`src/rtl/sd_req_arbiter.sv`:
```
// Two-client round-robin arbiter in front of a single SD host I/O block.
// One client owns the host from grant until its done pulse; a stuck host is released by a timeout.
module sd_req_arbiter #(
   parameter logic [23:0] TIMEOUT = 24'd12000000
) (
   input  logic        clk_sys,
   input  logic        reset_n,
   input  logic [31:0] c0_lba,
   input  logic [31:0] c1_lba,
   input  logic        c0_rd,
   input  logic        c0_wr,
   input  logic        c1_rd,
   input  logic        c1_wr,
   output logic        c0_done,
   output logic        c1_done,
   output logic        c0_err,
   output logic        c1_err,
   input  logic [7:0]  c0_buff_din,
   input  logic [7:0]  c1_buff_din,
   output logic        c0_buff_wr,
   output logic        c1_buff_wr,
   output logic [31:0] sd_lba,
   output logic [1:0]  sd_rd,
   output logic [1:0]  sd_wr,
   input  logic        sd_ack,
   input  logic        sd_buff_wr,
   output logic [7:0]  sd_buff_din,
   output logic [1:0]  fsm_state
);

   typedef enum logic [1:0] {IDLE = 2'd0, ISSUE = 2'd1, XFER = 2'd2, DONE = 2'd3} state_t;

   state_t      state;
   logic        owner;
   logic        last;
   logic        op_rd;
   logic [23:0] cnt;
   logic        req0;
   logic        req1;
   logic        pick;
   logic        pick_rd;
   logic [1:0]  slot;

   assign req0      = c0_rd | c0_wr;
   assign req1      = c1_rd | c1_wr;
   // Client 1 wins when it is alone, or on a tie when client 0 was served last.
   assign pick      = req1 & (~req0 | ~last);
   assign pick_rd   = pick ? c1_rd : c0_rd;
   assign slot      = owner ? 2'b10 : 2'b01;
   assign fsm_state = state;

   always_comb begin
      c0_buff_wr  = 1'b0;
      c1_buff_wr  = 1'b0;
      sd_buff_din = c0_buff_din;
      if (state == XFER) begin
         c0_buff_wr  = ~owner & sd_buff_wr;
         c1_buff_wr  = owner & sd_buff_wr;
         sd_buff_din = owner ? c1_buff_din : c0_buff_din;
      end
   end

   // Handshake: sd_rd/sd_wr is a level request held until sd_ack is sampled high;
   // the transfer window lasts while sd_ack stays high and ends on its first low sample.
   always_ff @(posedge clk_sys or negedge reset_n) begin
      if (!reset_n) begin
         state   <= IDLE;
         owner   <= 1'b0;
         last    <= 1'b1;
         op_rd   <= 1'b0;
         cnt     <= 24'd0;
         sd_lba  <= 32'd0;
         sd_rd   <= 2'b00;
         sd_wr   <= 2'b00;
         c0_done <= 1'b0;
         c1_done <= 1'b0;
         c0_err  <= 1'b0;
         c1_err  <= 1'b0;
      end else begin
         c0_done <= 1'b0;
         c1_done <= 1'b0;
         c0_err  <= 1'b0;
         c1_err  <= 1'b0;
         case (state)
            IDLE: begin
               if (req0 | req1) begin
                  owner  <= pick;
                  op_rd  <= pick_rd;
                  sd_lba <= pick ? c1_lba : c0_lba;
                  cnt    <= 24'd0;
                  state  <= ISSUE;
               end
            end
            ISSUE: begin
               if (sd_ack) begin
                  sd_rd <= 2'b00;
                  sd_wr <= 2'b00;
                  state <= XFER;
               end else if (cnt == TIMEOUT - 24'd1) begin
                  sd_rd   <= 2'b00;
                  sd_wr   <= 2'b00;
                  c0_done <= ~owner;
                  c1_done <= owner;
                  c0_err  <= ~owner;
                  c1_err  <= owner;
                  state   <= DONE;
               end else begin
                  cnt   <= cnt + 24'd1;
                  sd_rd <= op_rd ? slot : 2'b00;
                  sd_wr <= op_rd ? 2'b00 : slot;
               end
            end
            XFER: begin
               if (!sd_ack) begin
                  c0_done <= ~owner;
                  c1_done <= owner;
                  state   <= DONE;
               end
            end
            DONE: begin
               last  <= owner;
               state <= IDLE;
            end
            default: state <= IDLE;
         endcase
      end
   end

endmodule

```
`config.mk`:
```
export PLATFORM = sky130hd
export DESIGN_NAME = sd_req_arbiter
export DESIGN_NICKNAME = d
export VERILOG_FILES = /design/src/rtl/sd_req_arbiter.sv
export SDC_FILE = /design/constraint.sdc
export NUM_CORES = 1
export LEC_CHECK = 0
export BUFFER_PORTS_ARGS = -buffer_cell sky130_fd_sc_hd__buf_2
export CAP_MARGIN = 20
export CORE_ASPECT_RATIO = 0.9
export CORE_MARGIN = 2
export CORE_UTILIZATION = 49
export DETAILED_ROUTE_END_ITERATION = 12
export GPL_TIMING_DRIVEN = 0
export HOLD_SLACK_MARGIN = 0.03
export PLACE_DENSITY = 0.8
export SLEW_MARGIN = 5
export SYNTH_ARGS = -nofsm -noshare
export SYNTH_HDL_FRONTEND = slang
export SYNTH_SLANG_ARGS = --single-unit
```
`constraint.sdc`:
```
create_clock -name clk_sys -period 2.6 [get_ports clk_sys]
set_clock_uncertainty 0.05 [all_clocks]
set_input_delay 0 -clock clk_sys [delete_from_list [all_inputs] [get_ports clk_sys]]
set_output_delay 0 -clock clk_sys [all_outputs]
set_load 0.1 [all_outputs]
```
==> results of run 1 <==
## per-stage QoR
stage / instance area (µm²) / util
floorplan: 3645 / -
global placement: 4457 / 0.6267
detailed placement: 4459 / 0.6270
CTS: 5349 / 0.7521
global route: 5360 / 0.7537
finish: 5363 / 0.7540
## cells by family (layout without fill, tap and decap cells)
family,Yosys count,count (layout),synth area share
AO/OA/AOI/OAI,106,106,0.1760
other,0,1,0
adder cells (fa/ha/maj),5,5,0.01719
XOR/XNOR,1,1,0.002407
AND/OR/NAND/NOR,117,117,0.1736
multiplexers,42,42,0.1189
buffers and inverters,28,250,0.03713
flip-flops,69,69,0.4747
## routing by layer
layer  vias up  track usage  share of wire
li1       1796            -              -
met1      1915       0.3656           0.35
met2       295       0.5506           0.51
met3        76      0.06854          0.078
met4         0       0.2411          0.063
met5         -            0              0
## sequential cells by signal (all words and copies together), names as in the netlist, 2 cells and up
| signal | flops |
|---|---|
| sd_rd | 2 |
| cnt | 24 |
| sd_lba | 32 |
| fsm_state | 2 |
| sd_wr | 2 |
## synth_stat cells (all sizes together), types with 2 or more instances
cell	count	share of area
nand2b	4	0.0069
ha	5	0.017
a32o	2	0.0055
or3	5	0.010
a22o	4	0.0096
o21ai	58	0.083
a21oi	11	0.015
and3	4	0.0069
clkbuf	7	0.0072
nor4	4	0.0086
nor2b	2	0.0034
nand4	7	0.015
buf	11	0.020
o21a	4	0.0083
a31oi	9	0.015
nand3	11	0.017
or4	3	0.0083
nor3b	2	0.0041
nor3	5	0.0069
nor2	8	0.0083
nand2	52	0.054
o31ai	6	0.012
a41oi	3	0.0072
mux2	10	0.031
dfrtp	68	0.47
nor4b	3	0.0072
mux2i	32	0.088
a22oi	2	0.0041
and4	4	0.0096
inv	10	0.010
## power by group through the flow
stage	registers [mW]	logic (mW)	clock network [mW]
after floorplan	3.71	1.30	0
after global placement	1.63	4.10	0
after detailed placement	1.64	4.17	0
after CTS	1.63	4.33	0.951
after global routing	1.69	4.62	1.02
final	1.66	4.46	0.955
## timing repair
item,4_1_cts,5_1_grt
hold buffers,67,0
endpoints found under the setup margin,0,2
resized for setup,0,3
endpoints found under the hold margin,105,0
## how the worst max path moves through the flow
stage                             from          to  depth (start not counted)
after CTS                       cnt[0]     cnt[13]                          7
after detailed placement        cnt[0]     cnt[13]                          7
after global placement          cnt[0]     cnt[13]                          7
after global routing              last  sd_lba[20]                          6
after floorplan           fsm_state[0]      cnt[4]                          8
final                             last  sd_lba[31]                          6
## cell type report
class / instances / area, µm²
Buffer: 18 / 97.59
Clock inverter: 4 / 53.80
Inverter: 10 / 37.54
Sequential cell: 69 / 1732
Timing Repair Buffer: 206 / 1369
Fill cell: 468 / 1749
Antenna cell: 1 / 2.502
Clock buffer: 12 / 165.2
Tap cell: 93 / 116.4
Multi-Input combinational cell: 271 / 1789
## critical path, delay by kind of cell (launching register included)
| family | cells | cell delay [ns] |
|---|---|---|
| buffers and inverters | 2 | 1.01 |
| DFF | 1 | 0.56 |
| AOI/OAI and AO/OA | 3 | 0.50 |
| muxes | 1 | 0.27 |
==> results.yml, run 1 <==
setup_path:
  cpMostUsedCell: "o21ai_0"
  critPathMaxFanout: 10
  crit_path_max_incr_delay_ns: 0.60
  r2r_slack_ns: 0.08
  worstSetupEndpointType: "flop"
  worstPathCellList: "o21ai_0, o21ai_1, buf_2, mux2i_1, dlygate4sd3_1, o21ai_0"
  worstSetupPathType: "flop to flop"
  reg2regPathDepth: 6
  startpoint_type: "flop"
  regToRegStartpoint: "last"
  reg2reg_to: "sd_lba[31]"
  worstPathArrival_ns: 2.68
  cp.required_ns: 2.76
  slowest_stage: "dlygate4sd3_1"
placed_design:
  dp_slack_ns: 0.1595
  place_inst: 600
  place.gp.congestion: 0.8449
  port_buffers: 139
  dp_hpwl_um: 7182
floorplan:
  start_util: 0.5118
  die-area_um2: 8135
  coreArea_um2: 7112
  rows: 29
  io_pins: 140
  die_w_um: 94.85
  die-height_um: 85.77
clock_network:
  cts.sinks: 69
  path_clk_slew_ns: 0.08
  cts_tree: "yes"
  cts_made_buffers: 9
  clk_latency_ns: 0.34
  htreeDepth: 3
  cts_max_path_buffers: 2
  cts_setup_buffers: 0
  cts_root_buffer: "clkbuf_8"
hold_path:
  hold_depth: 4
  hold_end: "op_rd"
  hold_path_class: "input pin to flop"
  hp-start: "c0_rd"
global_routing:
  grt_overflow: 0
  grt_max_degree: 70
  grt_pass1_vias: 4237
  grt_antenna_before_repair: 0
  grt_first_pass_wirelength_um: 20560
  grt_use_total: 0.3277
timing:
  holdWs_ns: 0.1053
  maxSlewHeadroom: 0.4143
  period_share: 0.9700
  max_freq_mhz: 396.5
  worstMarginPinSlew_ns: 0.8786
  rsz0062_at_grt: "false"
  drv_slew: 0
  fin_crit_ns: 2.522
  finalSetupViolCount: 0
  hold_viol: 0
  setup_slack_ns: 0.07805
  tns_ns: 0
power:
  total_power_mw: 7.070
  pwr-share-seq: 0.235
  swShare: 0.5944
  power.leakage_nw: 2.600
  power.internal_mw: 2.868
  p_clk_frac: 0.135
  p_switching_mw: 4.202
  ir_drop_mv: 0.8729
  power_density_nw_per_um2: 1318
  combPwrFrac: 0.630
finish:
  layout-drive-gt1-share: 0.3203
  layout_commonest_cell: "buf_2"
  synthToLayoutAreaGrowth_pct: 47.34
  final_cell_mix: "buf_2, dlygate4sd3_1, dfrtp_1"
  final_cell_count_no_fill: 684
  nets: 678
logic_synthesis:
  syn-num-nets: 461
  synthCells: 368
  synth-edff-count: 0
  ys_seq_elements: 69
  ys_types: 53
  yosys_warnings: 0
  ys.flop_type: "dfrtp_1"
  netlist_area_um2: 3640
  syn_avg_cell_area_um2: 9.891
  synthArstFlopShare: 1.000
  seq_area_frac_synth: 0.4747
detailed_routing:
  drc: 0
  first_iter_violations: 330
  wire_per_inst_um: 18.89
  drt-pass1-iter-count: 5
  totalWireLength_um: 12920
  num_vias: 4082
  viasPerCell: 5.968
  drt.antenna.violating_nets: 0
job:
  maxCapViolCount: 0
run_status:
  status: "finished clean"
(Power assumes the default switching activity.)
==> inputs of run 2 (changes only) <==
- SETUP_SLACK_MARGIN: unset -> 0.2
==> results.yml, run 2 (synthesized netlist as in run 1, its figures left out) <==
timing:
  rsz0062_at_grt: "false"
  holdWs_ns: 0.1231
  max_freq_mhz: 417.4
  hold_viol: 0
  maxSlewHeadroom: 0.4262
  tns_ns: 0
  period_share: 0.9214
  drv_slew: 0
  finalSetupViolCount: 0
  fin_crit_ns: 2.396
  setup_slack_ns: 0.2043
  worstMarginPinSlew_ns: 0.8536
job:
  maxCapViolCount: 0
finish:
  largest_reg_flops: 32
  final_cell_count_no_fill: 686
  final_cell_mix: "buf_2, dlygate4sd3_1, dfrtp_1"
  reg_top3: "sd_lba x32, cnt x24"
  final_util: 0.7583
  synthToLayoutAreaGrowth_pct: 48.16
  layout-drive-gt1-share: 0.3311
  layout_commonest_cell: "buf_2"
  nets: 680
  top_register: "sd_lba"
setup_path:
  slowest_stage: "dfstp_2"
  r2r_slack_ns: 0.20
  crit_path_max_incr_delay_ns: 0.57
  cpMostUsedCell: "o21ai_0"
  cp.required_ns: 2.76
  critPathMaxFanout: 10
  worstSetupPathType: "flop to flop"
  worstPathCellList: "o21ai_0, o21ai_2, buf_2, mux2i_1, dlygate4sd3_1, o21ai_0"
  reg2regPathDepth: 6
  startpoint_type: "flop"
  regToRegStartpoint: "last"
  reg2reg_to: "sd_lba[23]"
  worstSetupEndpointType: "flop"
  worstPathArrival_ns: 2.56
detailed_routing:
  first_iter_violations: 365
  drt.antenna.violating_nets: 0
  num_vias: 4081
  drc: 0
  wire_per_inst_um: 18.75
  totalWireLength_um: 12860
  drt-pass1-iter-count: 5
  viasPerCell: 5.949
power:
  pwr-share-seq: 0.236
  power.internal_mw: 2.858
  combPwrFrac: 0.629
  p_switching_mw: 4.214
  ir_drop_mv: 1.258
  p_clk_frac: 0.135
  swShare: 0.5959
  power_density_nw_per_um2: 1311
  power.leakage_nw: 2.609
global_routing:
  grt_first_pass_wirelength_um: 19980
  grt_use_total: 0.3199
  grt_max_degree: 70
  grt_overflow: 0
  grt_pass1_vias: 4111
  grt_antenna_before_repair: 0
placed_design:
  dp_slack_ns: 0.1595
  place.gp.congestion: 0.8449
  dp_hpwl_um: 7182
  place_inst: 600
  port_buffers: 139
floorplan:
  die-height_um: 85.77
  coreArea_um2: 7112
  die_w_um: 94.85
  die-area_um2: 8135
  rows: 29
  start_util: 0.5118
  io_pins: 140
clock_network:
  path_clk_slew_ns: 0.08
  htreeDepth: 3
  clk_latency_ns: 0.35
  cts_tree: "yes"
  cts_made_buffers: 9
  cts_max_path_buffers: 2
  cts_root_buffer: "clkbuf_8"
  cts.sinks: 69
hold_path:
  hold_path_class: "input pin to flop"
  hold_end: "op_rd"
  hp-start: "c0_rd"
  hold_depth: 4
run_status:
  status: "finished clean"
==> run 2: worst max path at each step <==
stage                            start    endpoint  slack [ns]  cells past startpoint
after detailed placement        cnt[0]     cnt[13]        0.16                      7
final                             last  sd_lba[23]        0.20                      6
after global placement          cnt[0]     cnt[13]        0.21                      7
after global routing              last  sd_lba[23]        0.16                      6
after floorplan           fsm_state[0]      cnt[4]        0.24                      8
after CTS                         last   sd_lba[4]        0.23                      6
==> run 2: layer usage <==
metal	global-route usage	routed length (µm)	share of wire
met2	0.5493	6460	0.50
met1	0.3642	4629	0.36
met3	0.06327	978	0.076
met5	0	0	0
met4	0.2003	792	0.062
==> run 2: critical path, delay by kind of cell (launching register included) <==
kind,cells,cell delay [ns]
muxes,1,0.22
AOI/OAI and AO/OA,3,0.47
buffers and inverters,2,0.94
DFF,1,0.57
==> run 2: what timing repair did <==
item                       in CTS  in global routing
setup endpoints to repair       1                 23
hold endpoints to repair      105                  0
pin swaps                       0                  1
resized for setup               1                  8
buffers inserted                0                  2
hold buffers                   67                  0
==> run 2: power by group through the flow <==
| stage | logic [mW] | registers (mW) | clock network (mW) |
|---|---|---|---|
| floorplan | 1.30 | 3.71 | 0 |
| finish | 4.45 | 1.67 | 0.956 |
| detailed placement | 4.17 | 1.64 | 0 |
| global placement | 4.10 | 1.63 | 0 |
| CTS | 4.28 | 1.63 | 0.951 |
| global route | 4.62 | 1.70 | 1.01 |
==> run 2: cell type report <==
cell class | instances | area (µm²)
Clock inverter | 4 | 53.80
Antenna cell | 1 | 2.502
Sequential cell | 69 | 1733
Inverter | 10 | 37.54
Buffer | 18 | 100.1
Fill cell | 454 | 1719
Tap cell | 93 | 116.4
Clock buffer | 12 | 165.2
Timing Repair Buffer | 208 | 1384
Multi-Input combinational cell | 271 | 1800
==> run 2: through the flow <==
stage / total power [mW] / instance area (µm²)
finish: 7.072 / 5393
global route: 7.337 / 5390
CTS: 6.858 / 5353
detailed placement: 5.808 / 4459
global placement: 5.728 / 4457
floorplan: 5.011 / 3645
